File: src/rtl/platform_pkg.sv
// Shared constants, FSM state type and platform position payload for the
// platform field block and its LFSR.
package platform_pkg;

   // Default screen and field geometry
   localparam int unsigned DEF_NUM_PLAT    = 8;
   localparam int unsigned DEF_SCREEN_W    = 640;
   localparam int unsigned DEF_SCREEN_H    = 480;
   localparam int unsigned DEF_PLAT_W      = 64;
   localparam int unsigned DEF_SPACING     = 60;
   localparam int unsigned DEF_SCROLL_LINE = 160;
   localparam int unsigned DEF_MAX_STEP    = 32;

   // Datapath widths
   localparam int unsigned X_W     = 10;
   localparam int unsigned Y_W     = 11;
   localparam int unsigned STEP_W  = 8;
   localparam int unsigned SCORE_W = 20;
   localparam int unsigned LFSR_W  = 16;

   // 16-bit Fibonacci LFSR: taps 16,14,13,11 map to bits 15,13,12,10
   localparam logic [LFSR_W-1:0] LFSR_SEED = 16'hACE1;
   localparam logic [LFSR_W-1:0] LFSR_TAPS = 16'hB400;

   typedef enum logic [2:0] {
      ST_IDLE    = 3'd0,
      ST_CALC    = 3'd1,
      ST_SCROLL  = 3'd2,
      ST_RECYCLE = 3'd3,
      ST_DONE    = 3'd4
   } fsm_state_t;

   typedef struct packed {
      logic        [X_W-1:0] x;
      logic signed [Y_W-1:0] y;
   } plat_pos_t;

   // Fold a 10-bit random value into 0..range-1 (range lies in 512..1023)
   function automatic logic [X_W-1:0] fold_rnd(input logic [X_W-1:0] r,
                                               input logic [X_W-1:0] range);
      return (r < range) ? r : (r - range);
   endfunction

endpackage

File: src/rtl/platform_lfsr.sv
// Free-running 16-bit Fibonacci LFSR used for platform respawn x positions.
// Ports:
//   Clk     - system clock
//   Reset_n - asynchronous active-low reset (loads the seed)
//   lfsr    - current LFSR state
module platform_lfsr
   import platform_pkg::*;
(
   input  logic              Clk,
   input  logic              Reset_n,
   output logic [LFSR_W-1:0] lfsr
);

   logic [LFSR_W-1:0] lfsr_q;
   logic [LFSR_W-1:0] lfsr_d;

   // Shift left, feedback is XOR of the tapped bits
   always_comb begin
      lfsr_d = {lfsr_q[LFSR_W-2:0], ^(lfsr_q & LFSR_TAPS)};
   end

   always_ff @(posedge Clk or negedge Reset_n) begin
      if (!Reset_n) begin
         lfsr_q <= LFSR_SEED;
      end else begin
         lfsr_q <= lfsr_d;
      end
   end

   assign lfsr = lfsr_q;

endmodule

File: src/rtl/platform_field.sv
// Platform manager: scrolls the platform field while the doodle rises above
// the scroll line and respawns platforms that fall off the bottom. Consumers
// see a snapshot that updates atomically once per frame.
// Optional feature: define PLATFORM_SCORE_EN to build the score accumulator.
// Ports:
//   Clk, Reset_n  - clock, asynchronous active-low reset
//   Frame_Clk     - one-cycle frame-start pulse
//   doodle_y      - doodle top y (screen coordinates)
//   doodle_up     - doodle moving upward
//   plat_x        - snapshot x per platform, 10 bits each
//   plat_y        - snapshot y per platform, 11-bit signed each
//   scroll_step   - pixels scrolled in the last frame
//   frame_done    - one-cycle pulse, snapshot updates at the end of it
//   busy          - FSM not idle
//   overrun       - sticky, Frame_Clk seen while busy
//   score         - accumulated scroll (0 unless PLATFORM_SCORE_EN)
module platform_field
   import platform_pkg::*;
#(
   parameter int unsigned NUM_PLAT    = DEF_NUM_PLAT,
   parameter int unsigned SCREEN_W    = DEF_SCREEN_W,
   parameter int unsigned SCREEN_H    = DEF_SCREEN_H,
   parameter int unsigned PLAT_W      = DEF_PLAT_W,
   parameter int unsigned SPACING     = DEF_SPACING,
   parameter int unsigned SCROLL_LINE = DEF_SCROLL_LINE,
   parameter int unsigned MAX_STEP    = DEF_MAX_STEP
) (
   input  logic                      Clk,
   input  logic                      Reset_n,
   input  logic                      Frame_Clk,
   input  logic [X_W-1:0]            doodle_y,
   input  logic                      doodle_up,
   output logic [NUM_PLAT*X_W-1:0]   plat_x,
   output logic [NUM_PLAT*Y_W-1:0]   plat_y,
   output logic [STEP_W-1:0]         scroll_step,
   output logic                      frame_done,
   output logic                      busy,
   output logic                      overrun,
   output logic [SCORE_W-1:0]        score
);

   localparam int unsigned IDX_W = $clog2(NUM_PLAT);
   localparam int unsigned RANGE = SCREEN_W - PLAT_W;

   // Power-on / reset layout of a platform
   function automatic plat_pos_t init_pos(input int unsigned i);
      plat_pos_t p;
      p.x = (i == 0) ? X_W'(RANGE / 2) : X_W'((i * 32'd137) % RANGE);
      p.y = Y_W'(SCREEN_H - 32'd20 - i * SPACING);
      return p;
   endfunction

   fsm_state_t             state_q, state_d;
   logic [IDX_W-1:0]       idx_q, idx_d;
   logic [STEP_W-1:0]      step_q, step_d;
   logic signed [Y_W-1:0]  top_q, top_d;
   logic [X_W-1:0]         dy_q, dy_d;
   logic                   dup_q, dup_d;
   plat_pos_t              work_q [NUM_PLAT];
   plat_pos_t              work_d [NUM_PLAT];
   plat_pos_t              snap_q [NUM_PLAT];
   plat_pos_t              snap_d [NUM_PLAT];
   logic [STEP_W-1:0]      scroll_step_q, scroll_step_d;
   logic                   frame_done_q, frame_done_d;
   logic                   busy_q, busy_d;
   logic                   overrun_q, overrun_d;

   logic [LFSR_W-1:0]      lfsr_c;
   logic                   lfsr_unused_c;
   logic [X_W-1:0]         rnd_c;
   logic [X_W-1:0]         diff_c;
   logic [STEP_W-1:0]      step_c;
   logic signed [Y_W-1:0]  y_add_c;
   logic signed [Y_W-1:0]  respawn_y_c;
   logic                   last_idx_c;

   platform_lfsr u_lfsr (
      .Clk     (Clk),
      .Reset_n (Reset_n),
      .lfsr    (lfsr_c)
   );

   // Only the low 10 bits feed the respawn position
   assign lfsr_unused_c = |lfsr_c[LFSR_W-1:X_W];
   assign rnd_c         = fold_rnd(lfsr_c[X_W-1:0], X_W'(RANGE));

   // Per-frame scroll step from the latched doodle state
   always_comb begin
      diff_c = '0;
      if (dup_q && (dy_q < X_W'(SCROLL_LINE))) begin
         diff_c = X_W'(SCROLL_LINE) - dy_q;
      end
      step_c = (diff_c > X_W'(MAX_STEP)) ? STEP_W'(MAX_STEP) : STEP_W'(diff_c);
   end

   assign y_add_c     = work_q[idx_q].y + $signed(Y_W'(step_q));
   assign respawn_y_c = top_q - $signed(Y_W'(SPACING));
   assign last_idx_c  = (idx_q == IDX_W'(NUM_PLAT - 1));

   // Next-state and datapath
   always_comb begin
      state_d       = state_q;
      idx_d         = idx_q;
      step_d        = step_q;
      top_d         = top_q;
      dy_d          = dy_q;
      dup_d         = dup_q;
      work_d        = work_q;
      snap_d        = snap_q;
      scroll_step_d = scroll_step_q;
      frame_done_d  = 1'b0;
      overrun_d     = overrun_q | (Frame_Clk && (state_q != ST_IDLE));

      case (state_q)
         ST_IDLE: begin
            if (Frame_Clk) begin
               dy_d    = doodle_y;
               dup_d   = doodle_up;
               state_d = ST_CALC;
            end
         end
         ST_CALC: begin
            step_d = step_c;
            idx_d  = '0;
            if (step_c == '0) begin
               state_d      = ST_DONE;
               frame_done_d = 1'b1;
            end else begin
               top_d   = 11'sd1023;
               state_d = ST_SCROLL;
            end
         end
         ST_SCROLL: begin
            work_d[idx_q].y = y_add_c;
            // Track the topmost platform still on screen
            if ((y_add_c < $signed(Y_W'(SCREEN_H))) && (y_add_c < top_q)) begin
               top_d = y_add_c;
            end
            if (last_idx_c) begin
               idx_d   = '0;
               state_d = ST_RECYCLE;
            end else begin
               idx_d = idx_q + IDX_W'(1);
            end
         end
         ST_RECYCLE: begin
            // Respawned platforms stack upward from the current top
            if (work_q[idx_q].y >= $signed(Y_W'(SCREEN_H))) begin
               work_d[idx_q].y = respawn_y_c;
               work_d[idx_q].x = rnd_c;
               top_d           = respawn_y_c;
            end
            if (last_idx_c) begin
               idx_d        = '0;
               state_d      = ST_DONE;
               frame_done_d = 1'b1;
            end else begin
               idx_d = idx_q + IDX_W'(1);
            end
         end
         ST_DONE: begin
            snap_d        = work_q;
            scroll_step_d = step_q;
            state_d       = ST_IDLE;
         end
         default: begin
            state_d = ST_IDLE;
         end
      endcase

      busy_d = (state_d != ST_IDLE);
   end

   always_ff @(posedge Clk or negedge Reset_n) begin
      if (!Reset_n) begin
         state_q       <= ST_IDLE;
         idx_q         <= '0;
         step_q        <= '0;
         top_q         <= '0;
         dy_q          <= '0;
         dup_q         <= 1'b0;
         scroll_step_q <= '0;
         frame_done_q  <= 1'b0;
         busy_q        <= 1'b0;
         overrun_q     <= 1'b0;
         for (int i = 0; i < int'(NUM_PLAT); i++) begin
            work_q[i] <= init_pos(unsigned'(i));
            snap_q[i] <= init_pos(unsigned'(i));
         end
      end else begin
         state_q       <= state_d;
         idx_q         <= idx_d;
         step_q        <= step_d;
         top_q         <= top_d;
         dy_q          <= dy_d;
         dup_q         <= dup_d;
         scroll_step_q <= scroll_step_d;
         frame_done_q  <= frame_done_d;
         busy_q        <= busy_d;
         overrun_q     <= overrun_d;
         work_q        <= work_d;
         snap_q        <= snap_d;
      end
   end

   // Flatten the snapshot onto the output buses
   for (genvar g = 0; g < int'(NUM_PLAT); g++) begin : g_out
      assign plat_x[g*X_W +: X_W] = snap_q[g].x;
      assign plat_y[g*Y_W +: Y_W] = snap_q[g].y;
   end

   assign scroll_step = scroll_step_q;
   assign frame_done  = frame_done_q;
   assign busy        = busy_q;
   assign overrun     = overrun_q;

`ifdef PLATFORM_SCORE_EN
   logic [SCORE_W-1:0] score_q, score_d;
   logic [SCORE_W:0]   score_sum_c;

   // Saturating accumulation of the scroll step on the DONE edge
   always_comb begin
      score_sum_c = {1'b0, score_q} + (SCORE_W + 1)'(step_q);
      score_d     = score_q;
      if (state_q == ST_DONE) begin
         score_d = score_sum_c[SCORE_W] ? '1 : score_sum_c[SCORE_W-1:0];
      end
   end

   always_ff @(posedge Clk or negedge Reset_n) begin
      if (!Reset_n) begin
         score_q <= '0;
      end else begin
         score_q <= score_d;
      end
   end

   assign score = score_q;
`else
   assign score = '0;
`endif

endmodule

File: config.mk
export PLATFORM = sky130hd
export DESIGN_NAME = platform_field
export DESIGN_NICKNAME = d
export VERILOG_FILES = /design/src/rtl/platform_pkg.sv /design/src/rtl/platform_lfsr.sv /design/src/rtl/platform_field.sv
export SDC_FILE = /design/constraint.sdc
export NUM_CORES = 1
export LEC_CHECK = 0
export ABC_CLOCK_PERIOD_IN_PS = 5800
export CORE_ASPECT_RATIO = 1.2
export CORE_MARGIN = 3
export CORE_UTILIZATION = 50
export CTS_CLUSTER_DIAMETER = 100
export DETAILED_ROUTE_END_ITERATION = 10
export GPL_ROUTABILITY_DRIVEN = 0
export PLACE_DENSITY = 0.79
export SYNTH_ARGS = -nofsm -noshare
export SYNTH_HDL_FRONTEND = slang
export SYNTH_HIERARCHICAL = 1
export SYNTH_SLANG_ARGS = --single-unit
File: constraint.sdc
create_clock -name Clk -period 5.8 [get_ports Clk]
set_input_delay 0.87 -clock Clk [delete_from_list [all_inputs] [get_ports Clk]]
set_output_delay 0.87 -clock Clk [all_outputs]
set_load 0.02 [all_outputs]
==> flow_metrics.env <==
export IMPL_core_area_um2=34200
export IMPL_clk_latency_ns=0.54
export IMPL_min_path_type="flip-flop to flip-flop"
export IMPL_crit_path_top_delay_cell="dfrtp_1"
export IMPL_final_cells=1916
export IMPL_vias_per_cell=5.55
export IMPL_final_period_utilization=0.933
export IMPL_die_y_um=210
export IMPL_crit_path_start_kind="flip-flop"
export IMPL_cts_clk_slew_worst_paths_ns=0.07
export IMPL_via_count=10600
export IMPL_slew_headroom=0.301
export IMPL_cts_inserted_buffers=41
export IMPL_root_buffer="clkbuf_16"
export IMPL_die_area_um2=37000
export IMPL_grt_pass1_wl_mm=63.6
export IMPL_postRouteAntennaNets=0
export IMPL_clock_fmax_mhz=185
export IMPL_rsz0062_at_grt="no"
export IMPL_cts_sinks=399
export IMPL_seq_area_um2=10200
export IMPL_dpl_cell_count=1841
export IMPL_finalMaxSlewViolations=0
export IMPL_drt_first_pass_iters=7
export IMPL_irDropWorstVdd_mv=0.315
export IMPL_path_delay_family="compound AO/OA/AOI/OAI gates"
export IMPL_netlist_area_um2=17300
export IMPL_die_w_um=176
export IMPL_worst_pin_slew_ns=1.04
export IMPL_grt_pass1_vias=11100
export IMPL_place_area_um2=19600
export IMPL_dp_final_hpwl_mm=27.7
export IMPL_fin_crit_ns=5.41
export IMPL_cp_depth=17
export IMPL_cap_violations=0
export IMPL_cts_tree="done"
export IMPL_initial_utilization=0.508
export IMPL_htreeDepth=2
export IMPL_layout_drive_gt1_share=0.403
export IMPL_status="completed"
export IMPL_layout_common_cells="mux2_2 (349), dfrtp_1 (264), clkdlybuf4s50_1 (191), dfstp_2 (134), nand2_1 (80)"
export IMPL_yosysWarnings=6
export IMPL_holdPathStages=0
export IMPL_cp_slowest_stage_delay_ns=0.63
export IMPL_cts_max_path_buffers=3
export IMPL_cp_max_fo=19
export IMPL_criticalPathCategory="flip-flop to flip-flop"
export IMPL_numPortBuffers=192
export IMPL_final_hold_viol_count=0
export IMPL_wire_per_inst_um=21.2
export IMPL_io_pins=213
export IMPL_area_growth_pct=20.3
export IMPL_gr_total_overflow=0
export IMPL_synthCells=1240
export IMPL_avgSynthCellArea_um2=14.0
export IMPL_crit_arrival_ns=5.82
export IMPL_utilization=0.611
export IMPL_num_nets_final=1467
export IMPL_critPathBufInv=1
export IMPL_remaining_drc_errors=0
export IMPL_critPathCaptureType="flip-flop"
export IMPL_postCtsHoldBufs=0
export IMPL_skew_ns=0.0194
export IMPL_rows=74
export IMPL_multi_input_area_um2=6670
export IMPL_drt_iter0_drc=808
export IMPL_finalSetupViolCount=0
export IMPL_fin_area_um2=20900
export IMPL_powerDensity_nw_per_um2=392
export IMPL_detail_route_wirelength_mm=40.6
export IMPL_fillers=2620
export IMPL_track_usage=0.218
export IMPL_power_leakage_nw=9.53
export IMPL_grt_start_max_net_pins=163
export IMPL_r2r_cells=17
export IMPL_antenna_diode_count=0
export IMPL_crit_required_ns=6.21
export IMPL_layout_commonest_cell="mux2_2"
export IMPL_path_cells="mux4_2 > mux2_2 > fa_1 > a211oi_1 > nor3_1 > o22ai_1 > xor2_1 > ha_1 > a2111oi_0 > nand4_1 > a41oi_1 > o311ai_0 > a21o_1 > o21ai_4 > buf_12 > mux2i_1 > o211ai_1"
export IMPL_antenna_found_initial=0
export IMPL_holdWs_ns=0.373
export IMPL_tns_ns=0
==> layout make-up <==
class,count,area share
clock inverters,6,0.00204
clock buffers,68,0.0593
well taps,456,0.0273
flip-flops and latches,399,0.487
multi-input cells,750,0.320
inverters,32,0.00576
repair buffers,205,0.0994
==> flip-flops by register name, indices dropped and copies added, names as in the netlist, 3 cells and up <==
| name | count |
|---|---|
| work_q | 168 |
| plat_y | 88 |
| plat_x | 80 |
| u_lfsr/lfsr | 16 |
| top_q | 11 |
| dy_q | 10 |
| scroll_step | 8 |
| step_q | 8 |
| idx_q | 3 |
| state_q | 3 |
==> metrics by stage <==
stage / total power, W / worst slack, ns
after CTS: 0.00819 / 0.127
after floorplan: 0.00496 / 0.402
after global placement: 0.00560 / 0.391
after detailed placement: 0.00567 / 0.142
final: 0.00817 / 0.386
after global routing: 0.00857 / 0.0211
==> per-layer routing <==
metal | routed length [µm] | share of wire | up-vias | global-route usage
met5 | 0 | 0 | - | 0
met4 | 568 | 0.014 | 0 | 0.0456
met3 | 3390 | 0.084 | 41 | 0.0679
met2 | 20700 | 0.51 | 358 | 0.376
met1 | 16000 | 0.39 | 5495 | 0.272
li1 | - | - | 4742 | -
==> final timing paths <==
path / to / slack (ns) / from
setup / recovery: top_q[10] / 0.39 / idx_q[0]
hold / removal: u_lfsr/lfsr[15] / 0.37 / u_lfsr/lfsr[14]
setup reg to reg: top_q[10] / 0.39 / idx_q[0]
hold reg to reg: u_lfsr/lfsr[15] / 0.37 / u_lfsr/lfsr[14]
max in group asynchronous: plat_x[2] / 4.06 / Reset_n
min in group asynchronous: dy_q[4] / 0.40 / Reset_n
==> where the power goes <==
group / internal [W] / switching, W
clock: 0.00145 / 0.00106
sequential: 0.00309 / 0.000305
combinational: 0.000950 / 0.00131
total: 0.00550 / 0.00267
==> worst register-to-register path, delay by kind of cell, from the launching register on <==
kind	cells	cell delay, ns
flops	1	0.63
xor+xnor	1	0.32
simple gates	2	0.28
fa+ha+maj	2	0.73
compound gates	8	2.12
mux	3	1.07
buf+inv	1	0.16
==> repair_timing <==
action	CTS	global route
endpoints found under the setup margin	0	9
buffers inserted	0	1
resized for setup	0	1
Power figures use the tool's default switching activity.
